[config.mk]
export PLATFORM = sky130hd
export DESIGN_NAME = iterative_row_multiplier
export DESIGN_NICKNAME = d
export VERILOG_FILES = /design/src/rtl/iterative_row_multiplier.sv
export SDC_FILE = /design/constraint.sdc
export NUM_CORES = 1
export LEC_CHECK = 0
export CORE_ASPECT_RATIO = 1.2
export CORE_UTILIZATION = 60
export DETAILED_ROUTE_END_ITERATION = 7
export DONT_BUFFER_PORTS = 1
export PLACE_DENSITY = 0.82
export SYNTH_ARGS = -nofsm -noshare
export SYNTH_HDL_FRONTEND = slang
export SYNTH_SLANG_ARGS = --single-unit
[constraint.sdc]
create_clock -name clk_i -period 7.88 [get_ports clk_i]
set_clock_uncertainty 0.2 [all_clocks]
set_input_delay 1.576 -clock clk_i [delete_from_list [all_inputs] [get_ports clk_i]]
set_output_delay 1.576 -clock clk_i [all_outputs]
set_load 0.02 [all_outputs]
[src/rtl/iterative_row_multiplier.sv]
// -----------------------------------------------------------------------------
// iterative_row_multiplier
//
// Multi-cycle integer multiplier for the MUL/MULH/MULHSU/MULHU datapath. It
// works on operand magnitudes. Each clock adds one partial-product row (the
// multiplicand magnitude gated by one multiplier bit) into the upper half of a
// 2*DATA_WIDTH accumulator. The accumulator then shifts right by one, so one
// final product bit retires into the low half per row. A last cycle applies
// the result sign and registers the product.
//
// Optional feature, selected by the macro MUL_EARLY_EXIT_EN:
//   When defined, the row loop ends as soon as the remaining multiplier bits
//   are all zero. The accumulator is then shifted right by the number of
//   skipped rows so that the product bits are aligned correctly. Results are
//   bit-identical with and without the macro; only the latency changes.
//
// Parameters
//   DATA_WIDTH             operand width, power of 2, >= 4 (default 32)
//
// Ports
//   clk_i                  clock, rising edge
//   rst_i                  synchronous active-high reset
//   multiplicand_i         operand A
//   multiplier_i           operand B
//   multiplicand_signed_i  A is two's complement
//   multiplier_signed_i    B is two's complement
//   data_valid_i           operands present, taken when ready_o=1
//   kill_i                 abort in-flight operation / block acceptance
//   ready_o                idle, able to accept
//   product_o              full 2*DATA_WIDTH product, held until next result
//   data_valid_o           one-cycle pulse, product_o is new
// -----------------------------------------------------------------------------
module iterative_row_multiplier #(
  parameter int DATA_WIDTH = 32
) (
  input  logic                      clk_i,
  input  logic                      rst_i,
  input  logic [DATA_WIDTH-1:0]     multiplicand_i,
  input  logic [DATA_WIDTH-1:0]     multiplier_i,
  input  logic                      multiplicand_signed_i,
  input  logic                      multiplier_signed_i,
  input  logic                      data_valid_i,
  input  logic                      kill_i,
  output logic                      ready_o,
  output logic [2*DATA_WIDTH-1:0]   product_o,
  output logic                      data_valid_o
);

  localparam int W  = DATA_WIDTH;
  localparam int CW = $clog2(DATA_WIDTH);
  localparam logic [CW-1:0] LAST_ROW = CW'(DATA_WIDTH - 1);

  typedef enum logic [1:0] {
    IDLE,
    MULTIPLY,
    FINALIZE
  } state_t;

  state_t            state_reg, state_next;
  logic [W-1:0]      a_mag_reg, a_mag_next;
  logic [W-1:0]      b_mag_reg, b_mag_next;
  logic              sign_reg, sign_next;
  logic [2*W-1:0]    acc_reg, acc_next;
  logic [CW-1:0]     cnt_reg, cnt_next;
  logic [2*W-1:0]    product_reg, product_next;
  logic              valid_reg, valid_next;

  // Operand magnitudes. Negating 0x80..0 in W bits gives 0x80..0 again,
  // which read as unsigned is exactly 2^(W-1), so no extra bit is needed.
  logic              neg_a, neg_b;
  logic [W-1:0]      a_mag_in, b_mag_in;

  assign neg_a    = multiplicand_signed_i & multiplicand_i[W-1];
  assign neg_b    = multiplier_signed_i & multiplier_i[W-1];
  assign a_mag_in = neg_a ? -multiplicand_i : multiplicand_i;
  assign b_mag_in = neg_b ? -multiplier_i : multiplier_i;

  // One row: gated multiplicand added into the upper half (W+1 bit result),
  // then the whole accumulator moves right by one.
  logic [W-1:0]      row_addend;
  logic [W:0]        row_sum;
  logic [2*W-1:0]    acc_row;
  logic [W-1:0]      b_shift;
  logic              last_row;

  assign row_addend = a_mag_reg & {W{b_mag_reg[0]}};
  assign row_sum    = {1'b0, acc_reg[2*W-1:W]} + {1'b0, row_addend};
  assign acc_row    = {row_sum, acc_reg[W-1:1]};
  assign b_shift    = b_mag_reg >> 1;
  assign last_row   = (cnt_reg == LAST_ROW);

  always_ff @(posedge clk_i) begin
    if (rst_i) begin
      state_reg   <= IDLE;
      a_mag_reg   <= '0;
      b_mag_reg   <= '0;
      sign_reg    <= 1'b0;
      acc_reg     <= '0;
      cnt_reg     <= '0;
      product_reg <= '0;
      valid_reg   <= 1'b0;
    end else begin
      state_reg   <= state_next;
      a_mag_reg   <= a_mag_next;
      b_mag_reg   <= b_mag_next;
      sign_reg    <= sign_next;
      acc_reg     <= acc_next;
      cnt_reg     <= cnt_next;
      product_reg <= product_next;
      valid_reg   <= valid_next;
    end
  end

  always_comb begin
    state_next   = state_reg;
    a_mag_next   = a_mag_reg;
    b_mag_next   = b_mag_reg;
    sign_next    = sign_reg;
    acc_next     = acc_reg;
    cnt_next     = cnt_reg;
    product_next = product_reg;
    valid_next   = 1'b0;

    case (state_reg)
      IDLE: begin
        if (data_valid_i && !kill_i) begin
          a_mag_next = a_mag_in;
          b_mag_next = b_mag_in;
          sign_next  = neg_a ^ neg_b;
          acc_next   = '0;
          cnt_next   = '0;
          state_next = MULTIPLY;
        end
      end

      MULTIPLY: begin
        if (kill_i) begin
          state_next = IDLE;
        end else begin
          acc_next   = acc_row;
          b_mag_next = b_shift;
          cnt_next   = cnt_reg + CW'(1);
          if (last_row) begin
            state_next = FINALIZE;
          end
`ifdef MUL_EARLY_EXIT_EN
          // No set bits left: the skipped rows would only add zero and
          // shift, so apply all of their shifts at once.
          else if (b_shift == '0) begin
            acc_next   = acc_row >> (LAST_ROW - cnt_reg);
            state_next = FINALIZE;
          end
`endif
        end
      end

      FINALIZE: begin
        state_next = IDLE;
        if (!kill_i) begin
          product_next = sign_reg ? -acc_reg : acc_reg;
          valid_next   = 1'b1;
        end
      end

      default: begin
        state_next = IDLE;
      end
    endcase
  end

  assign ready_o      = (state_reg == IDLE);
  assign product_o    = product_reg;
  assign data_valid_o = valid_reg;

endmodule

==> results of run 1 <==
==> final timing paths <==
| path | cells past startpoint | to | slack, ns |
|---|---|---|---|
| setup / recovery | 7 | b_mag_reg[9] | 3.98 |
| hold / removal | 2 | a_mag_reg[16] | 0.25 |
| setup reg to reg | 7 | b_mag_reg[9] | 3.98 |
| hold reg to reg | 2 | a_mag_reg[16] | 0.25 |
==> final cells by class <==
| type | instances | area (um^2) | area share |
|---|---|---|---|
| well taps | 256 | 320 | 0.0259 |
| flip-flops and latches | 201 | 4030 | 0.325 |
| multi-input cells | 1145 | 7110 | 0.574 |
| inverters | 14 | 52.6 | 0.00425 |
| clock buffers | 28 | 623 | 0.0503 |
| repair buffers | 5 | 37.5 | 0.00303 |
| clock inverters | 12 | 210 | 0.0170 |
==> cell usage in the layout (no fill, tap or decap), types with 36 or more instances in the layout <==
| cell type | count |
|---|---|
| dfxtp_1 | 200 |
| nand2_1 | 128 |
| a21oi_1 | 127 |
| nand3_1 | 51 |
| nor2_1 | 192 |
| o21ai_0 | 70 |
| ha_1 | 37 |
| xnor2_1 | 53 |
| xor2_1 | 96 |
| a211oi_1 | 105 |
| and2_1 | 36 |
==> routing by layer <==
metal  vias to the layer above  share of wire  GRT usage
met1                      4563           0.47      0.374
met5                         -              0          0
met2                       310           0.45      0.401
li1                       5141              -          -
met4                         0          0.021     0.0779
met3                        42          0.064     0.0341
==> through the flow <==
step / hold slack, ns / setup slack (ns) / area, um^2
floorplan: 0.227 / 4.04 / 11500
global placement: 0.231 / 3.74 / 11500
detailed placement: 0.240 / 3.67 / 11500
CTS: 0.246 / 4.02 / 12400
global route: 0.276 / 3.60 / 12400
finish: 0.249 / 3.98 / 12400
==> power by group through the flow <==
stage	registers [mW]	logic, mW	clock network (mW)
CTS	1.06	0.157	1.18
detailed placement	1.08	0.157	0
global placement	1.08	0.153	0
finish	1.06	0.158	1.16
global route	1.07	0.178	1.22
floorplan	1.07	0.152	0
==> Yosys cell counts, types with 2 or more instances <==
| master | n |
|---|---|
| o21a_1 | 3 |
| nand3b_1 | 3 |
| o211ai_1 | 4 |
| nand4_1 | 14 |
| inv_1 | 14 |
| ha_1 | 37 |
| o21bai_1 | 5 |
| nor4_2 | 2 |
| buf_1 | 8 |
| or4_1 | 9 |
| a21oi_1 | 127 |
| clkbuf_1 | 92 |
| o21ai_0 | 70 |
| nor3_1 | 22 |
| o21ba_2 | 2 |
| o41ai_1 | 22 |
| nand2b_1 | 8 |
| and2_1 | 37 |
| o31ai_1 | 32 |
| a311oi_1 | 3 |
| o41ai_2 | 3 |
| nor2_1 | 193 |
| nor4_1 | 11 |
| a31oi_1 | 14 |
| or2_2 | 5 |
| or4_4 | 6 |
| xor2_1 | 96 |
| nand2_1 | 128 |
| and3_1 | 6 |
| nand3_1 | 51 |
| buf_2 | 2 |
| o21ai_1 | 2 |
| dfxtp_1 | 201 |
| nor2b_1 | 8 |
| mux2i_1 | 2 |
| xnor2_1 | 53 |
| a21o_1 | 20 |
| a211oi_1 | 105 |
| or3_1 | 13 |
| nor3_2 | 2 |
| a22oi_1 | 10 |
==> critical path: stages (launching register included) <==
cell      delay, ns
dfxtp_1        0.46
nand2b_2       0.88
nor2_1         0.46
nor2_4         0.81
buf_4          0.62
a211oi_1       0.10
a21oi_1        0.18
nor2_1         0.05
==> kinds of logic (layout without fill, tap and decap cells) <==
logic type	Yosys count	in the layout
simple gates	525	525
xor+xnor	149	149
flops	201	201
mux	2	2
fa+ha+maj	38	38
compound gates	431	431
buf+inv	116	59
==> impl_metrics.env, run 1 <==
export IMPL_cts_buffers=22
export IMPL_syn_instance_count=1462
export IMPL_synth_area_mux_share=0.00173
export IMPL_path_class="reg -> reg"
export IMPL_grt_pass1_vias=9006
export IMPL_clkSinkCount=201
export IMPL_hold_viol_final=0
export IMPL_timing_critical_path_to_type="register"
export IMPL_worstPathRequired_ns=8.10
export IMPL_p_per_area_nw_per_um2=192
export IMPL_cts_hold_buf=0
export IMPL_relSlewSlack=0.243
export IMPL_vias=10100
export IMPL_dp_cells=1621
export IMPL_grtUsageTotal=0.259
export IMPL_tritoncts="yes"
export IMPL_status="complete, no violations"
export IMPL_antenna_left=0
export IMPL_startpoint="state_reg[1]"
export IMPL_utilization=0.656
export IMPL_synth_top_family_by_area="compound AO/OA/AOI/OAI gates"
export IMPL_hold_path_class="reg -> reg"
export IMPL_portBuffers=0
export IMPL_synth_top_area_cell="dfxtp_1"
export IMPL_p_int_mw=1.83
export IMPL_layout_drive_gt1_share=0.0527
export IMPL_rows=55
export IMPL_hold_start="a_mag_reg[16]"
export IMPL_ioPinCount=136
export IMPL_finalWeightedCongestion=0.955
export IMPL_grt_antenna_before_repair=0
export IMPL_synth_simple_area_share=0.214
export IMPL_timing_final_max_slew_violations=0
export IMPL_async_flop_share=0
export IMPL_switching_share=0.230
export IMPL_final_nets=1497
export IMPL_syn_num_nets=1570
export IMPL_synth_distinct_cells=58
export IMPL_grt_pass1_wl_um=43100
export IMPL_gr_total_overflow=0
export IMPL_pwr_share_clk=0.487
export IMPL_synth_fa_ha_area_frac=0.0419
export IMPL_die_x_um=129
export IMPL_rsz0062_at_grt="no"
export IMPL_synth_edf_count=0
export IMPL_setup_tns_ns=0
export IMPL_avgSynthCellArea_um2=7.89
export IMPL_hpwl_um=17800
export IMPL_num_fill_cells=1703
export IMPL_setup_violations=0
export IMPL_core_um2=18900
export IMPL_r2r_start="state_reg[1]"
export IMPL_yosysWarningCount=0
export IMPL_initial_core_util=0.612
export IMPL_arrival_ns=4.12
export IMPL_pwr_share_comb=0.066
export IMPL_routed_wl_um=25900
export IMPL_max_freq_ghz=0.256
export IMPL_min_period_ns=3.90
export IMPL_synth_flop_cell="dfxtp_1"
export IMPL_clk_path_buf_depth=3
export IMPL_p_seq_frac=0.447
export IMPL_drt_first_pass_iters=5
export IMPL_grt_max_degree=184
export IMPL_drv_cap=0
export IMPL_ir_drop_v=0.000153
export IMPL_finalCritPeriodShare=0.495
export IMPL_syn2layout_area_growth_pct=7.28
export IMPL_synth_area_um2=11500
export IMPL_tightestPinTransition_ns=1.14
export IMPL_wl_per_cell_um=15.6
export IMPL_htree_num_levels=1
export IMPL_clk_pin_slew_ns=0.06
export IMPL_synth_top_cell_area_share=0.349
export IMPL_drtIter0Drc=673
export IMPL_synth_compound_area_frac=0.242
export IMPL_ys_seq_area_frac=0.349
export IMPL_synth_area_leaders="dfxtp_1 (35%), xor2_1 (7.3%), a211oi_1 (6.8%)"
export IMPL_final_cells=1661
export IMPL_drc=0
export IMPL_die_h_um=154
export IMPL_synth_xor_area_frac=0.113
export IMPL_cts_setup_buffers=0
export IMPL_vias_per_cell=6.05
export IMPL_cp_max_fo=60
export IMPL_power_total_mw=2.38
export IMPL_switchingPower_mw=0.546
export IMPL_diodes=0
export IMPL_insertion_delay_ns=0.52
export IMPL_post_cts_resized=0
export IMPL_ys_seq_elements=201
export IMPL_cp_start_kind="register"
export IMPL_leakagePower_nw=4.60
export IMPL_die_area_um2=19800
export IMPL_root_buffer="clkbuf_16"
(Power assumes the default switching activity.)
==> run 2: changes to the inputs <==
CORE_UTILIZATION = 58   (was 60)
clock period = 3.5 ns   (was 7.88 ns; I/O delays follow)
==> impl_metrics.env, run 2 (synthesis results as in run 1) <==
export IMPL_hold_depth=1
export IMPL_wl_met3_um=1800
export IMPL_pwr_share_clk=0.450
export IMPL_ioPinCount=136
export IMPL_relSlewSlack=0.347
export IMPL_grt_antenna_before_repair=0
export IMPL_layout_drive_gt1_share=0.0739
export IMPL_hold_start="rst_i"
export IMPL_mostFrequentLayoutCell="dfxtp_1"
export IMPL_final_nets=1527
export IMPL_clk_path_buf_depth=3
export IMPL_hpwl_um=19200
export IMPL_grt_pass1_vias=9201
export IMPL_cpMaxStageDelayCell="or4_1"
export IMPL_post_cts_resized=0
export IMPL_ff2ff_setup_slack_ns=0.15
export IMPL_status="complete, no violations"
export IMPL_finalCritPeriodShare=0.959
export IMPL_arrival_ns=3.57
export IMPL_diodes=0
export IMPL_cts_setup_buffers=0
export IMPL_insertion_delay_ns=0.50
export IMPL_ff_latch_area_um2=4030
export IMPL_routed_wl_um=27500
export IMPL_highest_layer="met4"
export IMPL_rsz0062_at_grt="no"
export IMPL_vias=10200
export IMPL_r2r_cells=9
export IMPL_critPathMaxStageDelay_ns=0.55
export IMPL_setup_violations=0
export IMPL_leakagePower_nw=4.74
export IMPL_switching_share=0.235
export IMPL_root_buffer="clkbuf_16"
export IMPL_vias_per_cell=6.04
export IMPL_hold_viol_final=0
export IMPL_die_h_um=157
export IMPL_critPathBufInv=1
export IMPL_num_fill_cells=1683
export IMPL_critical_path_cell_chain="or4_1, or4_4, nor4_4, nand3_2, buf_4, or2_2, o41ai_2, xor2_1, a211oi_1"
export IMPL_cts_buffers=21
export IMPL_switchingPower_mw=1.17
export IMPL_core_um2=19500
export IMPL_clkSinkCount=201
export IMPL_timing_final_max_slew_violations=0
export IMPL_tritoncts="yes"
export IMPL_grt_pass1_wl_um=44400
export IMPL_p_per_area_nw_per_um2=400
export IMPL_die_x_um=131
export IMPL_htree_num_levels=1
export IMPL_p_seq_frac=0.475
export IMPL_syn2layout_area_growth_pct=8.63
export IMPL_setup_tns_ns=0
export IMPL_r2r_start="acc_reg[14]"
export IMPL_min_period_ns=3.35
export IMPL_dp_cells=1657
export IMPL_die_area_um2=20500
export IMPL_wl_per_cell_um=16.2
export IMPL_clk_pin_slew_ns=0.06
export IMPL_rr_endpoint="product_o[46]"
export IMPL_cp_max_fo=5
export IMPL_portBuffers=0
export IMPL_pwr_share_comb=0.075
export IMPL_path_delay_family="simple AND/OR/NAND/NOR gates"
export IMPL_initial_core_util=0.590
export IMPL_drv_cap=0
export IMPL_tightestPinTransition_ns=0.977
export IMPL_grtUsageTotal=0.263
export IMPL_worstPathRequired_ns=3.71
export IMPL_drc=0
export IMPL_mostFrequentLayoutCells="dfxtp_1 (200), nor2_1 (192), nand2_1 (128), a21oi_1 (127), a211oi_1 (105)"
export IMPL_wl_met2_um=12900
export IMPL_drt_first_pass_iters=5
export IMPL_p_int_mw=3.83
export IMPL_antenna_left=0
export IMPL_finalWeightedCongestion=0.906
export IMPL_grt_max_degree=184
export IMPL_path_class="reg -> reg"
export IMPL_hold_path_class="in -> reg"
export IMPL_timing_critical_path_to_type="register"
export IMPL_hold_path_end="product_o[5]"
export IMPL_multi_input_area_um2=7140
export IMPL_m1WireLength_um=12400
export IMPL_max_freq_ghz=0.298
export IMPL_utilization=0.641
export IMPL_drtIter0Drc=796
export IMPL_gr_total_overflow=0
export IMPL_cp_start_kind="register"
export IMPL_final_cells=1695
export IMPL_ir_drop_v=0.000396
export IMPL_rows=56
export IMPL_cts_hold_buf=0
## run 2: how the worst max path moves through the flow
stage	cells after the start	startpoint	endpoint
finish	9	acc_reg[14]	product_o[46]
global route	9	acc_reg[14]	product_o[46]
CTS	9	acc_reg[14]	product_o[46]
detailed placement	9	acc_reg[14]	product_o[46]
global placement	9	acc_reg[14]	product_o[42]
floorplan	7	acc_reg[47]	product_o[63]
## run 2: routing by layer
| layer | track usage | vias to the layer above |
|---|---|---|
| li1 | - | 5170 |
| met1 | 0.354 | 4754 |
| met2 | 0.434 | 281 |
| met3 | 0.0421 | 34 |
| met4 | 0.0668 | 0 |
| met5 | 0 | - |
## run 2: per-stage QoR
stage	instance area (um^2)	hold slack (ns)	setup slack, ns	total power [mW]
global placement	11800	0.231	0.205	2.79
floorplan	11500	0.227	0.350	2.75
CTS	12500	0.0537	0.0477	5.05
finish	12500	0.0857	0.145	5.01
global route	12500	0.0535	0.0169	5.20
detailed placement	11800	0.238	0.0739	2.80
## run 2: power groups by stage
stage | sequential, mW | combinational, mW | clock [mW]
after floorplan | 2.41 | 0.341 | 0
after global placement | 2.43 | 0.367 | 0
after detailed placement | 2.43 | 0.373 | 0
after CTS | 2.38 | 0.376 | 2.29
after global routing | 2.39 | 0.423 | 2.39
final | 2.38 | 0.377 | 2.25
## run 2: final cells by class
class,count,area share
timing repair buffer,36,0.0226
clock buffer,30,0.0510
inverter,14,0.00419
multi-input combinational,1145,0.569
tap,261,0.0261
sequential,201,0.321
clock inverter,8,0.00569
